==> config.mk <==
export PLATFORM = sky130hd
export DESIGN_NAME = uart_console_rx
export DESIGN_NICKNAME = d
export VERILOG_FILES = /design/src/rtl/console_pkg.sv /design/src/rtl/uart_rx_core.sv /design/src/rtl/uart_console_rx.sv
export SDC_FILE = /design/constraint.sdc
export NUM_CORES = 1
export LEC_CHECK = 0
export CORE_ASPECT_RATIO = 0.75
export CORE_UTILIZATION = 37
export CTS_CLUSTER_SIZE = 10
export DETAILED_ROUTE_END_ITERATION = 8
export PLACE_DENSITY_LB_ADDON = 0.1
export SYNTH_ARGS = -nofsm -noshare
export SYNTH_HDL_FRONTEND = slang
export SYNTH_SLANG_ARGS = --single-unit
==> constraint.sdc <==
create_clock -name CLK_DATA -period 2.5 [get_ports CLK_DATA]
set_input_delay 0.625 -clock CLK_DATA [delete_from_list [all_inputs] [get_ports CLK_DATA]]
set_output_delay 0.625 -clock CLK_DATA [all_outputs]
set_load 0.005 [all_outputs]
==> src/rtl/console_pkg.sv <==
// rtl/console_pkg.sv - shared state encodings and character constants for the UART console front end
package console_pkg;

  typedef enum logic [2:0] {
    RX_IDLE,
    RX_START,
    RX_DATA,
    RX_STOP,
    RX_BREAK
  } rx_state_t;

  typedef enum logic [1:0] {
    P_TEXT,
    P_ESC,
    P_ROWS,
    P_COLS
  } parse_state_t;

  localparam logic [7:0] CHR_CR   = 8'h0D;
  localparam logic [7:0] CHR_LF   = 8'h0A;
  localparam logic [7:0] CHR_ESC  = 8'h1B;
  localparam logic [7:0] CHR_GEOM = 8'h47;

  // Sample points in oversample ticks counted from start detection.
  localparam logic [7:0] S_START    = 8'd7;
  localparam logic [7:0] S_LAST_BIT = 8'd135;
  localparam logic [7:0] S_STOP     = 8'd151;

endpackage

==> src/rtl/uart_rx_core.sv <==
// rtl/uart_rx_core.sv - 8N1 receiver with 2-flop synchronizer and 16x oversampling
module uart_rx_core
  import console_pkg::*;
#(
  parameter int DIV = 27
) (
  input  logic       clk,
  input  logic       reset,
  input  logic       rxd,
  output logic [7:0] rx_byte,
  output logic       rx_valid,
  output logic       rx_ferr
);

  localparam int TW = (DIV > 1) ? $clog2(DIV) : 1;
  localparam logic [TW-1:0] TICK_MAX = TW'(DIV - 1);

  logic [1:0]    sync;
  logic          line;
  logic [TW-1:0] tcnt;
  logic          tick;
  logic [7:0]    s;
  logic [7:0]    shreg;
  rx_state_t     state;

  assign line = sync[1];
  assign tick = (tcnt == TICK_MAX);

  always_ff @(posedge clk) begin
    if (!reset) begin
      sync     <= 2'b11;
      tcnt     <= '0;
      s        <= '0;
      shreg    <= '0;
      state    <= RX_IDLE;
      rx_byte  <= '0;
      rx_valid <= 1'b0;
      rx_ferr  <= 1'b0;
    end else begin
      sync     <= {sync[0], rxd};
      rx_valid <= 1'b0;
      rx_ferr  <= 1'b0;
      tcnt     <= tick ? '0 : tcnt + 1'b1;
      if (tick) s <= s + 8'd1;

      case (state)
        RX_IDLE: begin
          // Re-phase the tick counter to the start edge.
          if (!line) begin
            state <= RX_START;
            s     <= '0;
            tcnt  <= '0;
          end
        end
        RX_START: begin
          if (tick && s == S_START) state <= line ? RX_IDLE : RX_DATA;
        end
        RX_DATA: begin
          if (tick && s[3:0] == 4'd7) begin
            shreg <= {line, shreg[7:1]};
            if (s == S_LAST_BIT) state <= RX_STOP;
          end
        end
        RX_STOP: begin
          if (tick && s == S_STOP) begin
            if (line) begin
              rx_valid <= 1'b1;
              rx_byte  <= shreg;
              state    <= RX_IDLE;
            end else begin
              rx_ferr <= 1'b1;
              state   <= RX_BREAK;
            end
          end
        end
        RX_BREAK: begin
          if (line) state <= RX_IDLE;
        end
        default: state <= RX_IDLE;
      endcase
    end
  end

endmodule

==> src/rtl/uart_console_rx.sv <==
// rtl/uart_console_rx.sv - UART console receiver: CR-LF collapse and ESC 'G' geometry decode
module uart_console_rx
  import console_pkg::*;
#(
  parameter int         DIV      = 27,
  parameter logic [7:0] DEF_ROWS = 8'h80,
  parameter logic [7:0] DEF_COLS = 8'hA0
) (
  input  logic       CLK_DATA,
  input  logic       reset,
  input  logic       rxd,
  output logic [7:0] data,
  output logic       data_en,
  output logic [7:0] max_rows,
  output logic [7:0] max_columns,
  output logic       row_column_update,
  output logic       frame_err
);

  logic [7:0]   rx_byte;
  logic         rx_valid;
  logic         rx_ferr;
  logic         crlf;
  logic [7:0]   pend_rows;
  parse_state_t pstate;

  uart_rx_core #(.DIV(DIV)) u_core (
    .clk      (CLK_DATA),
    .reset    (reset),
    .rxd      (rxd),
    .rx_byte  (rx_byte),
    .rx_valid (rx_valid),
    .rx_ferr  (rx_ferr)
  );

  // The core's error pulse is already registered; forwarding it keeps the 1-cycle latency.
  assign frame_err = rx_ferr;

  always_ff @(posedge CLK_DATA) begin
    if (!reset) begin
      data              <= '0;
      data_en           <= 1'b0;
      max_rows          <= DEF_ROWS;
      max_columns       <= DEF_COLS;
      row_column_update <= 1'b0;
      crlf              <= 1'b0;
      pend_rows         <= '0;
      pstate            <= P_TEXT;
    end else begin
      data_en           <= 1'b0;
      row_column_update <= 1'b0;
      if (rx_valid) begin
        crlf <= 1'b0;
        case (pstate)
          P_TEXT: begin
            if (rx_byte == CHR_ESC) begin
              pstate <= P_ESC;
            end else if (!(rx_byte == CHR_LF && crlf)) begin
              data    <= rx_byte;
              data_en <= 1'b1;
              crlf    <= (rx_byte == CHR_CR);
            end
          end
          P_ESC: pstate <= (rx_byte == CHR_GEOM) ? P_ROWS : P_TEXT;
          P_ROWS: begin
            pend_rows <= rx_byte;
            pstate    <= P_COLS;
          end
          P_COLS: begin
            if (pend_rows != 8'd0 && rx_byte != 8'd0) begin
              max_rows          <= pend_rows;
              max_columns       <= rx_byte;
              row_column_update <= 1'b1;
            end
            pstate <= P_TEXT;
          end
          default: pstate <= P_TEXT;
        endcase
      end
    end
  end

endmodule
### Yosys cells after proc, flatten, opt, wreduce, memory -nomap -nowiden

Index checks and enable logic that the tools add are counted.

* output and inout port bits: 27
* logic and storage cells: 90
* register bits after elaboration: 73
* bits of input ports: 3

* reductions and logical operators: 19
* bitwise logic cells: 5
* equality and inequality tests: 23
* add/subtract/negate cells: 2
* mux-type cells: 25

Operators with widths (number)
* two-way mux 8 bit: 3
* two-way mux 3 bit: 7
* == test 8 x 4 -> 1 bit (second input constant): 2
* == test 8 bit (second input constant): 2
* nonzero test 8 bit: 2
* two-way mux 5 bit: 3
* case mux 3 bit (5 select lines): 1
* AND reduction 3 bit: 4
* inequality test 2 x 1 -> 1 bit (second input constant): 5
* adder 8 x 1 -> 8 bit (second input constant): 1
* == test 8 x 3 -> 1 bit (second input constant): 1
* == test 8 x 5 -> 1 bit (second input constant): 1
* == test 8 x 7 -> 1 bit (second input constant): 1
* case mux 2 bit (4 select lines): 1
* two-way mux 1 bit: 7
* == test 3 x 2 -> 1 bit (second input constant): 2
* two-way mux 2 bit: 3
* AND reduction 2 bit: 3
* AND reduction 6 bit: 1
* adder 5 x 1 -> 5 bit (second input constant): 1
* == test 5 bit (second input constant): 1
* logical AND 1 bit: 5
* inverter 1 bit: 5
* == test 2 bit (second input constant): 2
* other kinds (9): 10

### Logic depth before layout (Yosys ltp)

* depth after elaboration: 5
* depth in mapped cells: 7
* depth with buffers taken out: 6

### Modules after synthesis

A second synthesis with hierarchy kept.

* cell total of the unflattened synthesis: 310
* area, all modules: 3133.0 um2

By module, submodules not included
* uart_console_rx: cells an instance 158, seq. area each 740.7 um2, area each 1572.8 um2, times used 1
* uart_rx_core: cells an instance 152, seq. area each 720.7 um2, area each 1560.2 um2, times used 1

### Worst setup path before layout

No wires, ideal clock.

* kind: flip-flop to flip-flop
* start point: register u_core.tcnt[0]
* end point: register u_core.shreg[0]
* data required time: 2.372 ns
* period minus slack after synthesis: 1.736 ns
* cell stages (with the launch flop): 7
* library setup time: 0.128 ns
* slack: 0.764 ns
* path buffers: 0
* data arrival time: 1.608 ns
* cells stage by stage: dfxtp_1 -> inv_1 -> ha_1 -> nand4b_4 -> nor4_4 -> mux2i_1 -> nor2_1

* word-level cells in the longest chain between the ends: 3

RTL lines
* start: declaration: line uart_rx_core.sv:20 `logic [TW-1:0] tcnt;`
* start signal: assignment: line uart_rx_core.sv:43 `tcnt <= tick ? '0 : tcnt + 1'b1;`
* == test 5 bit: line uart_rx_core.sv:27 `assign tick = (tcnt == TICK_MAX);`
* logical AND 1 bit: line uart_rx_core.sv:59 `if (tick && s[3:0] == 4'd7) begin`
* AND reduction 2 bit (no source line)
* end signal: assignment: line uart_rx_core.sv:60 `shreg <= {line, shreg[7:1]};`
* end: declaration: line uart_rx_core.sv:23 `logic [7:0] shreg;`

No other way between the ends.
A chain may end at the register's enable or synchronous reset.

### Worst setup path in the final report

* start point: register u_core.tcnt[0]
* end point: register u_core.shreg[7]

The elaborated chain is that of the path after synthesis.

==> flow_summary.toml <==
[synth]
synth.distinct_cells = 50
synth_area_leaders = "dfxtp_1 (48%), mux2i_1 (12%), nand2_1 (6.5%)"
yosys_warnings = 0
synth.most_common_cell = "dfxtp_1"
syn_area_per_cell_sq_um = 9.12
netlist_instances = 335
synthesis.nets = 341
synth_top_area_cell = "dfxtp_1"
yosys_most_used_dff = "dfxtp_1"
synth_async_sr_flop_share_pct = 0
yosysSeqAreaShare_pct = 47.8
synth_top_area_share_pct = 47.8
synth-seq-cells = 73
synth_commonest_cells = "dfxtp_1 (73), nand2_1 (53), nor2_1 (42)"
synth_area_sq_um = 3060
synth-edff-count = 0

[detailed_routing]
routed.top_layer = "met4"
viasPerCell = 4.88
dr_wl_met2_um = 2480
wl_per_cell_um = 13.3
vias = 2298
drc = 0
routed_wl_um = 6270
dr.first_iter.drc_count = 160
wl_met1_um = 3480
route.met3.wl_um = 278
drt_pass1_iterations = 4
drtAntennaViolNets = 0

[critical_path]
cp.required_ps = 2710
critPathLaunchType = "flop"
worstSetupPathType = "reg2reg"
end_kind = "flop"
arrival_ps = 2140
reg2reg_depth = 6
cp_max_fo = 10

[global_route]
grtUsageTotal_pct = 16.2
grt_pass1_wl_um = 10700
grt-ovfl-total = 0
antenna_found_initial = 0
grt_pass1_vias = 2077
grt_max_degree = 29

[sta]
setup_viol = 0
timing.final.crit_share_pct = 77.2
tns_ps = 0
slew_violations = 0
rsz0062_at_grt = "false"
max_slew.worst_pin.slew_ps = 863
clock.fmax_mhz = 518
post-route-min-period_ps = 1930
finalClockSkew_ps = 8.41
final_hold_viol_count = 0
relSlewSlack_pct = 41.8

[clocking]
clk_path_buf_depth = 2
cts_setup_buffers = 0
htreeDepth = 3
clkTransAtPathRegs_ps = 80
cts_hold_buf = 0
post_cts_resized = 0
clk_latency_ps = 330
cts_tree = "built"
ctsRootBufferMaster = "clkbuf_8"
cts.sinks = 73
numCtsBuffers = 9

[pwr]
power_density_nw_per_um2 = 614
peakVddDrop_mv = 0.293
power_leakage_uw = 0.00139

[run_status]
status = "finished clean"

[placed_design]
portBuffers = 29
gp_congestion = 0.754
dp_hpwl_um = 4320

[die]
io_pins = 30
initial_core_util_pct = 38.4
die_w_um = 107
rows = 28
die_area_sq_um = 8630
core_area_sq_um = 7950
chipHeight_um = 80.7

[final_layout]
syn_to_final_growth_pct = 19.4
final_util_pct = 45.9
antenna_cells = 0
nets = 367
nFillCells = 790
drive_above_1_share_pct = 7.92

[min_path]
whs_path_depth = 1
hp-class = "reg2reg"

[job]
drv_cap = 0
[kinds of logic after synthesis]
kind of cell               after synthesis  share of synthesized area, %
and+or+nand+nor                        151                          24.7
DFF                                     73                          47.8
AOI/OAI and AO/OA                       37                          8.15
muxes                                   36                          11.8
buffers and inverters                   25                          3.44
xor gates and xnor gates                10                          2.87
adders and majority gates                3                          1.23
[worst max-delay path, cell delays in order (launching register included)]
cell      delay [ps]
dfxtp_1          340
inv_1             60
ha_1             200
nand4b_4         210
nor4_4           690
mux2i_1          250
nor2_1            60
[cell type report]
class	instances	area [sq um]	share of cell area (%)
flip-flops and latches	73	1460	40.1
repair buffers	34	323	8.85
clock buffers	11	141	3.88
multi-input cells	237	1490	40.8
clock inverters	5	78.8	2.16
well taps	105	131	3.60
inverters	6	22.5	0.617
[metrics by stage]
stage               cell area (sq um)  std cells  worst slack [ps]  power [uW]  hold WS (ps)
global route                     3650        471               358        2340           439
CTS                              3650        471               540        2280           422
finish                           3650        471               569        2240           419
floorplan                        3060        335               764        1240           386
global placement                 3430        455               598        1260           390
detailed placement               3430        455               562        1260           397
[metal layers]
metal,vias to the layer above,GRT usage [%]
met5,-,0
met4,0,4.79
met3,2,5.52
met2,37,22.0
met1,1053,23.8
li1,1206,-
[flip-flops by register name (all words and copies together) (netlist names), 2 cells and up, named ones only]
register / cells
u_core.sync: 2
data: 8
max_columns: 8
u_core.shreg: 8
u_core.state: 3
u_core.tcnt: 5
max_rows: 8
u_core.s: 8
u_core.rx_byte: 8
pend_rows: 8
[final timing paths]
path,from,end,slack (ps)
setup reg to reg,u_core.tcnt[0]$_SDFF_PN0_,u_core.shreg[7]$_SDFFE_PN0P_,570
setup / recovery,u_core.tcnt[0]$_SDFF_PN0_,u_core.shreg[7]$_SDFFE_PN0P_,570
hold reg to reg,u_core.sync[0]$_SDFF_PN1_,u_core.sync[1]$_SDFF_PN1_,420
hold / removal,u_core.sync[0]$_SDFF_PN1_,u_core.sync[1]$_SDFF_PN1_,420
[cell usage in the layout (no fill, tap or decap), types with 3 or more instances in the layout]
cell type	n
xor2_1	5
dfxtp_1	73
ha_1	3
nor3_1	8
clkbuf_8	10
nor4_1	3
mux2i_1	36
nand4_1	3
nand2_1	53
clkdlybuf4s50_1	28
nand3_1	15
and3_1	3
xnor2_1	5
and2_1	3
inv_1	6
nor2_1	42
nand2b_1	4
a21oi_1	9
o21ai_0	11
buf_4	5
[where the power goes]
| group | total [uW] | internal (uW) | switching [uW] |
|---|---|---|---|
| clock network | 1010 | 588 | 421 |
| logic | 51.4 | 16.6 | 34.8 |
| registers | 1180 | 1170 | 8.57 |
(Power assumes the default switching activity.)
